File: config.mk
export PLATFORM = sky130hd
export DESIGN_NAME = serial_feed_ctrl
export DESIGN_NICKNAME = d
export VERILOG_FILES = /design/src/rtl/serial_feed_pkg.sv /design/src/rtl/serial_feed_ctrl_shift_count.sv /design/src/rtl/serial_feed_ctrl.sv
export SDC_FILE = /design/constraint.sdc
export NUM_CORES = 1
export LEC_CHECK = 0
export CORE_AREA = 3 3 46 48
export DETAILED_ROUTE_END_ITERATION = 8
export DIE_AREA = 0 0 49 51
export PLACE_DENSITY_LB_ADDON = 0.05
export SLEW_MARGIN = 0
export SYNTH_ARGS = -nofsm -noshare
export SYNTH_HDL_FRONTEND = slang
export SYNTH_HIERARCHICAL = 1
export SYNTH_SLANG_ARGS = --single-unit
File: constraint.sdc
create_clock -name CLK -period 2.1 [get_ports CLK]
set_input_delay 0.42 -clock CLK [delete_from_list [all_inputs] [get_ports CLK]]
set_output_delay 0.42 -clock CLK [all_outputs]
set_load 0.03 [all_outputs]
File: src/rtl/serial_feed_pkg.sv
// -----------------------------------------------------------------------------
// serial_feed_pkg
//
// Shared definitions for the serial operand feeder:
//   - state_e      : controller state encoding (IDLE=0, CLEAR=1, SHIFT=2, DONE=3)
//   - feed_out_t   : bundle of the five registered controller outputs
//   - WIDTH_DEFAULT: default operand word length
//   - count_width(): bit counter width for a given operand width
//   - idle_outputs(): output values driven in IDLE and after reset
// -----------------------------------------------------------------------------
package serial_feed_pkg;

    localparam int WIDTH_DEFAULT = 4;

    typedef enum logic [1:0] {
        ST_IDLE  = 2'd0,
        ST_CLEAR = 2'd1,
        ST_SHIFT = 2'd2,
        ST_DONE  = 2'd3
    } state_e;

    typedef struct packed {
        logic clr_b;   // active-low clear to the downstream adder
        logic shift;   // shift enable to the downstream adder
        logic si;      // serial operand bit
        logic busy;    // controller not in IDLE
        logic done;    // completion pulse
    } feed_out_t;

    // The counter must hold WIDTH itself: it is still enabled on the last
    // SHIFT cycle and so steps one past the terminal value WIDTH-1.
    function automatic int count_width(input int width);
        return $clog2(width + 1);
    endfunction

    function automatic feed_out_t idle_outputs();
        feed_out_t o;
        o.clr_b = 1'b1;
        o.shift = 1'b0;
        o.si    = 1'b0;
        o.busy  = 1'b0;
        o.done  = 1'b0;
        return o;
    endfunction

endpackage : serial_feed_pkg

File: src/rtl/serial_feed_ctrl_shift_count.sv
// -----------------------------------------------------------------------------
// shift_count
//
// Bit counter for the SHIFT phase. Synchronous clear has priority over the
// enable; the terminal-count flag is high while the count equals WIDTH-1,
// i.e. during the last bit of the operand.
//
// Ports:
//   clk_i    : clock, rising edge
//   rst_ni   : synchronous active-low reset
//   clr_i    : synchronous clear (count -> 0)
//   en_i     : count enable
//   count_o  : current count value
//   tc_o     : terminal-count flag (count == WIDTH-1)
// -----------------------------------------------------------------------------
module shift_count
    import serial_feed_pkg::*;
#(
    parameter int WIDTH = WIDTH_DEFAULT,
    parameter int CW    = count_width(WIDTH)
) (
    input  logic          clk_i,
    input  logic          rst_ni,
    input  logic          clr_i,
    input  logic          en_i,
    output logic [CW-1:0] count_o,
    output logic          tc_o
);

    logic [CW-1:0] count_q;
    logic [CW-1:0] count_d;

    always_comb begin
        count_d = count_q;
        if (clr_i) begin
            count_d = '0;
        end else if (en_i) begin
            count_d = count_q + CW'(1);
        end
    end

    always_ff @(posedge clk_i) begin
        if (!rst_ni) begin
            count_q <= '0;
        end else begin
            count_q <= count_d;
        end
    end

    assign count_o = count_q;
    assign tc_o    = (count_q == CW'(WIDTH - 1));

endmodule : shift_count

File: src/rtl/serial_feed_ctrl.sv
// -----------------------------------------------------------------------------
// serial_feed_ctrl
//
// Streams one parallel operand, LSB first, into a downstream serial adder.
// Sequence per operation: CLEAR (1 cycle, clr_out_b low), SHIFT (WIDTH
// cycles, shift_control high, SI = held bit k), DONE (1 cycle, done high).
//
// Handshake: start is a request that is accepted only when the controller is
// idle (busy low); on acceptance data_in is captured and busy rises in the
// next cycle. A start while busy is high is dropped, not queued, and cannot
// disturb the captured operand.
//
// Ports:
//   CLK           : clock, rising edge
//   Clear_b       : synchronous active-low reset
//   start         : request to stream one operand
//   data_in       : parallel operand, captured on an accepted start
//   clr_out_b     : active-low clear to the serial adder
//   shift_control : shift enable to the serial adder (data-path enable only)
//   SI            : serial operand bit, LSB first
//   busy          : high in every state except IDLE
//   done          : one-cycle completion pulse
//
// Every output comes straight from a flop. The output register is loaded
// from the next state, so the outputs line up with the state they describe
// and no input reaches an output without passing through a register.
// -----------------------------------------------------------------------------
module serial_feed_ctrl
    import serial_feed_pkg::*;
#(
    parameter int WIDTH = WIDTH_DEFAULT
) (
    input  logic             CLK,
    input  logic             Clear_b,
    input  logic             start,
    input  logic [WIDTH-1:0] data_in,
    output logic             clr_out_b,
    output logic             shift_control,
    output logic             SI,
    output logic             busy,
    output logic             done
);

    localparam int CW = count_width(WIDTH);

    state_e           state_q;
    state_e           state_d;
    logic [WIDTH-1:0] hold_q;
    logic [WIDTH-1:0] hold_d;
    feed_out_t        out_q;
    feed_out_t        out_d;

    logic             cnt_clr;
    logic             cnt_en;
    logic             cnt_tc;
    logic [CW-1:0]    cnt_val;

    // Index of the operand bit that SI must carry in the coming cycle.
    logic [CW-1:0]    next_idx;
    logic [WIDTH-1:0] hold_shifted;

    shift_count #(
        .WIDTH (WIDTH),
        .CW    (CW)
    ) u_shift_count (
        .clk_i   (CLK),
        .rst_ni  (Clear_b),
        .clr_i   (cnt_clr),
        .en_i    (cnt_en),
        .count_o (cnt_val),
        .tc_o    (cnt_tc)
    );

    // -------------------------------------------------------------------------
    // Next-state logic
    // -------------------------------------------------------------------------
    always_comb begin
        state_d = state_q;
        hold_d  = hold_q;
        cnt_clr = 1'b0;
        cnt_en  = 1'b0;

        case (state_q)
            ST_IDLE: begin
                if (start) begin
                    hold_d  = data_in;
                    state_d = ST_CLEAR;
                end
            end
            ST_CLEAR: begin
                // Clearing here makes the count read 0 in the first SHIFT cycle.
                cnt_clr = 1'b1;
                state_d = ST_SHIFT;
            end
            ST_SHIFT: begin
                cnt_en = 1'b1;
                if (cnt_tc) begin
                    state_d = ST_DONE;
                end
            end
            ST_DONE: begin
                state_d = ST_IDLE;
            end
            default: begin
                state_d = ST_IDLE;
            end
        endcase
    end

    // -------------------------------------------------------------------------
    // Next-output logic (decoded from the next state)
    // -------------------------------------------------------------------------
    always_comb begin
        // Entering SHIFT from CLEAR starts at bit 0; staying in SHIFT moves to
        // the bit after the one currently on SI.
        next_idx = '0;
        if (state_q == ST_SHIFT) begin
            next_idx = cnt_val + CW'(1);
        end
    end

    // Shifting rather than indexing keeps the select width-agnostic.
    assign hold_shifted = hold_q >> next_idx;

    always_comb begin
        out_d = idle_outputs();

        case (state_d)
            ST_IDLE: begin
                out_d = idle_outputs();
            end
            ST_CLEAR: begin
                out_d.clr_b = 1'b0;
                out_d.busy  = 1'b1;
            end
            ST_SHIFT: begin
                out_d.shift = 1'b1;
                out_d.si    = hold_shifted[0];
                out_d.busy  = 1'b1;
            end
            ST_DONE: begin
                out_d.done  = 1'b1;
                out_d.busy  = 1'b1;
            end
            default: begin
                out_d = idle_outputs();
            end
        endcase
    end

    // -------------------------------------------------------------------------
    // Registers
    // -------------------------------------------------------------------------
    always_ff @(posedge CLK) begin
        if (!Clear_b) begin
            state_q <= ST_IDLE;
            hold_q  <= '0;
            out_q   <= idle_outputs();
        end else begin
            state_q <= state_d;
            hold_q  <= hold_d;
            out_q   <= out_d;
        end
    end

    assign clr_out_b     = out_q.clr_b;
    assign shift_control = out_q.shift;
    assign SI            = out_q.si;
    assign busy          = out_q.busy;
    assign done          = out_q.done;

endmodule : serial_feed_ctrl

# Word level (Yosys, flattened, before mapping)
# Index checks and enable logic that the tools add are counted.
# W data, S select, Z words.
# op_classes
addsub,1
eq_ne,7
n_shift,1
n_mux,10
bitwise,1
reduce_logical,6
# ops
operator,count
$eq A2 B2 Y1 const B,4
$pmux W2 S4,1
$mux W2,3
$eq A2 B1 Y1 const B,2
$logic_not A2 Y1,2
$mux W1,4
$reduce_and A2 Y1,2
$shr A4 B3 Y1,1
$add A3 B1 Y3 const B,1
$eq A3 B2 Y1 const B,1
$mux W3,1
$reduce_or A3 Y1,1
$pmux W1 S2,1
$reduce_or A2 Y1,1
$not A1 Y1,1
# word_totals
register_bits,14
in_bits,7
wordCells,34

# Depth between registers and ports, before layout
# depth
ltp_word,6
ltp_mapped,5
mapped_depth_nobuf,5

# Hierarchy
# The synthesis kept the hierarchy.
# modules_own_cells
module,instances,cells_per_inst,area_per_inst_um2
serial_feed_ctrl,1,43,449.2
shift_count,1,13,140.1

# Worst setup path after synthesis
# OpenSTA, ideal clock, no wires.
# synth_path
path_type,register to register
startpoint,reg u_shift_count.count_q[0] (netlist: u_shift_count/count_o[0])
endpoint,reg out_q (netlist bit SI)
setup_time_ns,0.086
t_arrival_ns,1.157
required_time_ns,2.014
path_slack_ns,0.857
stages_incl_launch_ff,5
cell_sequence,dfxtp_1 ha_1 xor2_1 a211o_1 a211oi_1
# synth_via
elab_chain_cells,5
word_cells_on_any_way,8
# synth_lines
element,line,text
"start, declared",serial_feed_ctrl_shift_count.sv:30,logic [CW-1:0] count_q;
"start signal, assigned",serial_feed_ctrl_shift_count.sv:46,count_q <= count_d;
$eq A3 B2 Y1,serial_feed_ctrl_shift_count.sv:51,assign tc_o = (count_q == CW'(WIDTH - 1));
$mux W2,serial_feed_ctrl.sv:97,if (cnt_tc) begin
$pmux W2 S4,serial_feed_ctrl.sv:83,case (state_q)
$eq A2 B2 Y1,serial_feed_ctrl.sv:128,case (state_d)
$reduce_and A2 Y1 (no source line),--,
"end signal, assigned",serial_feed_ctrl.sv:158,out_q <= idle_outputs();
"end signal, assigned",serial_feed_ctrl.sv:162,out_q <= out_d;
"end, declared",serial_feed_ctrl.sv:50,feed_out_t out_q;
# Parallel ways exist; a longest one is shown, timed or not.
# A chain may end at the register's enable or synchronous reset.

# Worst setup path in the final report
# layout_path
startpoint,reg out_q (netlist bit SI)
endpoint,out SI
# layout_lines
element,line,text
"end, declared",serial_feed_ctrl.sv:39,"output logic SI,"
# No word-level cell between the ends.

==> flow_summary_export.csv <==
group,metric,value,unit
clock_network,cts_sinks,14,
floorplanning,rows,15,
grt,gr-usage-all-layers,8.005,%
placed_design,hpwl,714.5,um
worst_setup_path,crit_fanout,1,
sta,fin_skew,0.004186,ns
grt,grt_overflow,0,
route,drtPass1Iterations,2,
logic_synthesis,synth.avg_cell_area,10.52,sq um
worst_setup_path,max_stage_delay,0.66,ns
worst_setup_path,cp_slowest_cell,"clkdlybuf4s50_1",
placed_design,port_buffers,11,
logic_synthesis,synth_mux_area_share,10.19,%
worst_setup_path,critPathKind,"reg2out",
clock_network,cts_resized,0,
hold_path,min_path_cells,2,
grt,grt_max_degree,12,
worst_setup_path,critPathRequiredTime,1.68,ns
placed_design,dp_cells,91,
logic_synthesis,synth_compound_area_share,7.856,%
worst_setup_path,r2r-start,"u_shift_count/count_o[0]",
layout,n_fill_cell,184,
clock_network,postCtsSetupBuffers,0,
worst_setup_path,critPathCaptureType,"output port",
sta,final.period_utilization,78.53,%
layout,final_util,42.94,%
floorplanning,die_w,49,um
placed_design,place_area,726.9,sq um
sta,slew_headroom,73.05,%
route,ant_nets,0,
sta,rsz0062_at_grt,"false",
sta,setup_ws,0.4509,ns
hold_path,hold_path_class,"reg2reg",
sta,drv_slew,0,
route,vias,409,
layout,multi_input_area,297.8,sq um
logic_synthesis,synth-seq-cells,14,
clock_network,clk_path_buf_depth,2,
worst_setup_path,reg2regPathDepth,5,
layout,drive_gt1_share,7.246,%
logic_synthesis,synth_area,589.3,sq um
clock_network,htreeDepth,1,
grt,grt_first_pass_wirelength,1.538,mm
flow_run,drv_cap,0,
route,drt_iter0_markers,1,
sta,min_period,1.649,ns
floorplanning,io_pins,12,
worst_setup_path,r2r-end,"SI",
worst_setup_path,path_cells,"clkdlybuf4s50_1",
layout,num_antenna_cells,0,
sta,hold_viol,0,
sta,finalSetupTns,0,ns
floorplanning,placeableCoreArea,0.001745,sq mm
grt,antenna_found_initial,0,
sta,whs,0.5268,ns
route,via_per_inst,4.351,
layout,regArea,280.3,sq um
sta,finalSetupViolCount,0,
worst_setup_path,crit_family,"buffers and inverters",
clock_network,cts_made_buffers,3,
logic_synthesis,yosysWarnings,6,
logic_synthesis,synth_nets,66,
worst_setup_path,r2r_slack,0.74,ns
route,drc_errors,0,
placed_design,gp_congestion,0.6795,
hold_path,min_to,"u_shift_count/count_o[2]",
layout,fin_area,749.5,sq um
clock_network,root_buffer,"clkbuf_4",
logic_synthesis,netlist_instances,56,
clock_network,cts_tree,"done",
power,ir_drop,0.2776,mV
floorplanning,die_y,51,um
logic_synthesis,synthAdderAreaFrac,6.369,%
grt,grt_pass1_vias,362,
sta,worstMarginPinSlew,0.4030,ns
worst_setup_path,crit_buf_inv,1,
power,total_power,0.5229,mW
power,p_per_area,697.7,mW/mm^2
layout,num-nets-final,81,
logic_synthesis,yosys.area_share.simple,23.14,%
clock_network,path_clk_slew,0.08,ns
clock_network,clk_latency,0.26,ns
logic_synthesis,synth_top_family_by_area,"simple AND/OR/NAND/NOR gates",
hold_path,min_from,"u_shift_count/count_o[2]",
logic_synthesis,yosysSeqAreaShare,47.56,%
clock_network,cts_hold_buf,0,
layout,syn_to_final_growth,27.18,%
worst_setup_path,startpoint_type,"flop",
route,finalWirelength,912,um
sta,fmax,606.4,MHz
floorplanning,initial_core_util,33.76,%
power,cellLeakagePower,0.3093,nW
layout,fin_cells,94,
run_status,outcome,"completed",
logic_synthesis,synth_xor_area_share,2.972,%
route,post_drt_wl_per_cell,9.702,um
logic_synthesis,yosysUniqueCellTypes,22,
placed_design,dp_slack,0.4231,ns
floorplanning,die_area,0.002499,sq mm
worst_setup_path,arrival,1.23,ns
## worst max-delay path by stage
| stage | start | endpoint | slack (ns) | cells after the start |
|---|---|---|---|---|
| floorplan | u_shift_count/count_o[0] | SI | 0.86 | 4 |
| global placement | start | hold_q[2] | 0.42 | 4 |
| detailed placement | start | hold_q[3] | 0.42 | 4 |
| CTS | SI | SI | 0.44 | 1 |
| global route | done | done | 0.40 | 1 |
| finish | SI | SI | 0.45 | 1 |
## report_power, final
group	total (mW)	internal [mW]	switching [mW]
clock network	0.141	0.0661	0.0748
logic	0.0883	0.0481	0.0403
registers	0.294	0.281	0.0125
total	0.523	0.395	0.128
## flip-flops by register name, indices dropped and copies added (netlist names)
signal,flops
u_shift_count/count_o,3
hold_q,4
state_q,2
SI,1
shift_control,1
busy,1
clr_out_b,1
done,1
## metal layers
metal | vias up | global-route usage, % | wire length, um
li1 | 220 | - | -
met1 | 181 | 10.70 | 450
met2 | 8 | 11.99 | 412
met3 | 0 | 2.624 | 50
met4 | 0 | 2.844 | 0
met5 | - | 0 | 0
## cell type report
class	count	area share, %
multi-input combinational	39	39.73
inverter	2	1.002
tap	25	4.174
clock buffer	3	3.005
sequential	14	37.40
timing repair buffer	11	14.69
## cells by family after synthesis
group / count (synthesis)
DFF: 14
and+or+nand+nor: 21
xor gates and xnor gates: 2
buffers and inverters: 3
muxes: 6
AOI/OAI and AO/OA: 7
adders and majority gates: 3
## placed cells by master, fill, tap and decap left out
master | synthesis | routed
nor2b_1 | 5 | 5
nor3_1 | 2 | 2
nand2b_4 | 1 | 1
dfxtp_1 | 14 | 14
nand2_1 | 3 | 3
mux2i_1 | 6 | 6
nor2_1 | 4 | 4
clkdlybuf4s50_1 | 0 | 11
and2b_1 | 2 | 2
nor3b_4 | 1 | 1
a211oi_1 | 2 | 2
and3_1 | 1 | 1
clkbuf_4 | 0 | 3
xor2_1 | 1 | 1
a211o_1 | 1 | 1
a21oi_1 | 2 | 2
o21a_1 | 1 | 1
or2b_1 | 1 | 1
ha_1 | 3 | 3
xnor2_1 | 1 | 1
nor3b_1 | 1 | 1
inv_1 | 2 | 2
o21ai_1 | 1 | 1
## synth_stat cells, drive strengths merged
| master | n | area [sq um] |
|---|---|---|
| clkbuf | 1 | 3.750 |
| and2b | 2 | 15.01 |
| nand2b | 1 | 13.76 |
| xnor2 | 1 | 8.760 |
| a211o | 1 | 8.760 |
| mux2i | 6 | 60.06 |
| ha | 3 | 37.54 |
| a21oi | 2 | 10.01 |
| xor2 | 1 | 8.760 |
| dfxtp | 14 | 280.3 |
| nor3 | 2 | 10.01 |
| or2b | 1 | 7.510 |
| nand2 | 3 | 11.26 |
| and3 | 1 | 6.260 |
| nor2 | 4 | 15.01 |
| a211oi | 2 | 15.01 |
| nor2b | 5 | 31.28 |
| inv | 2 | 7.510 |
| o21ai | 1 | 5.000 |
| nor3b | 2 | 26.28 |
| o21a | 1 | 7.510 |
Note: power is estimated with default switching activity, not from simulation.
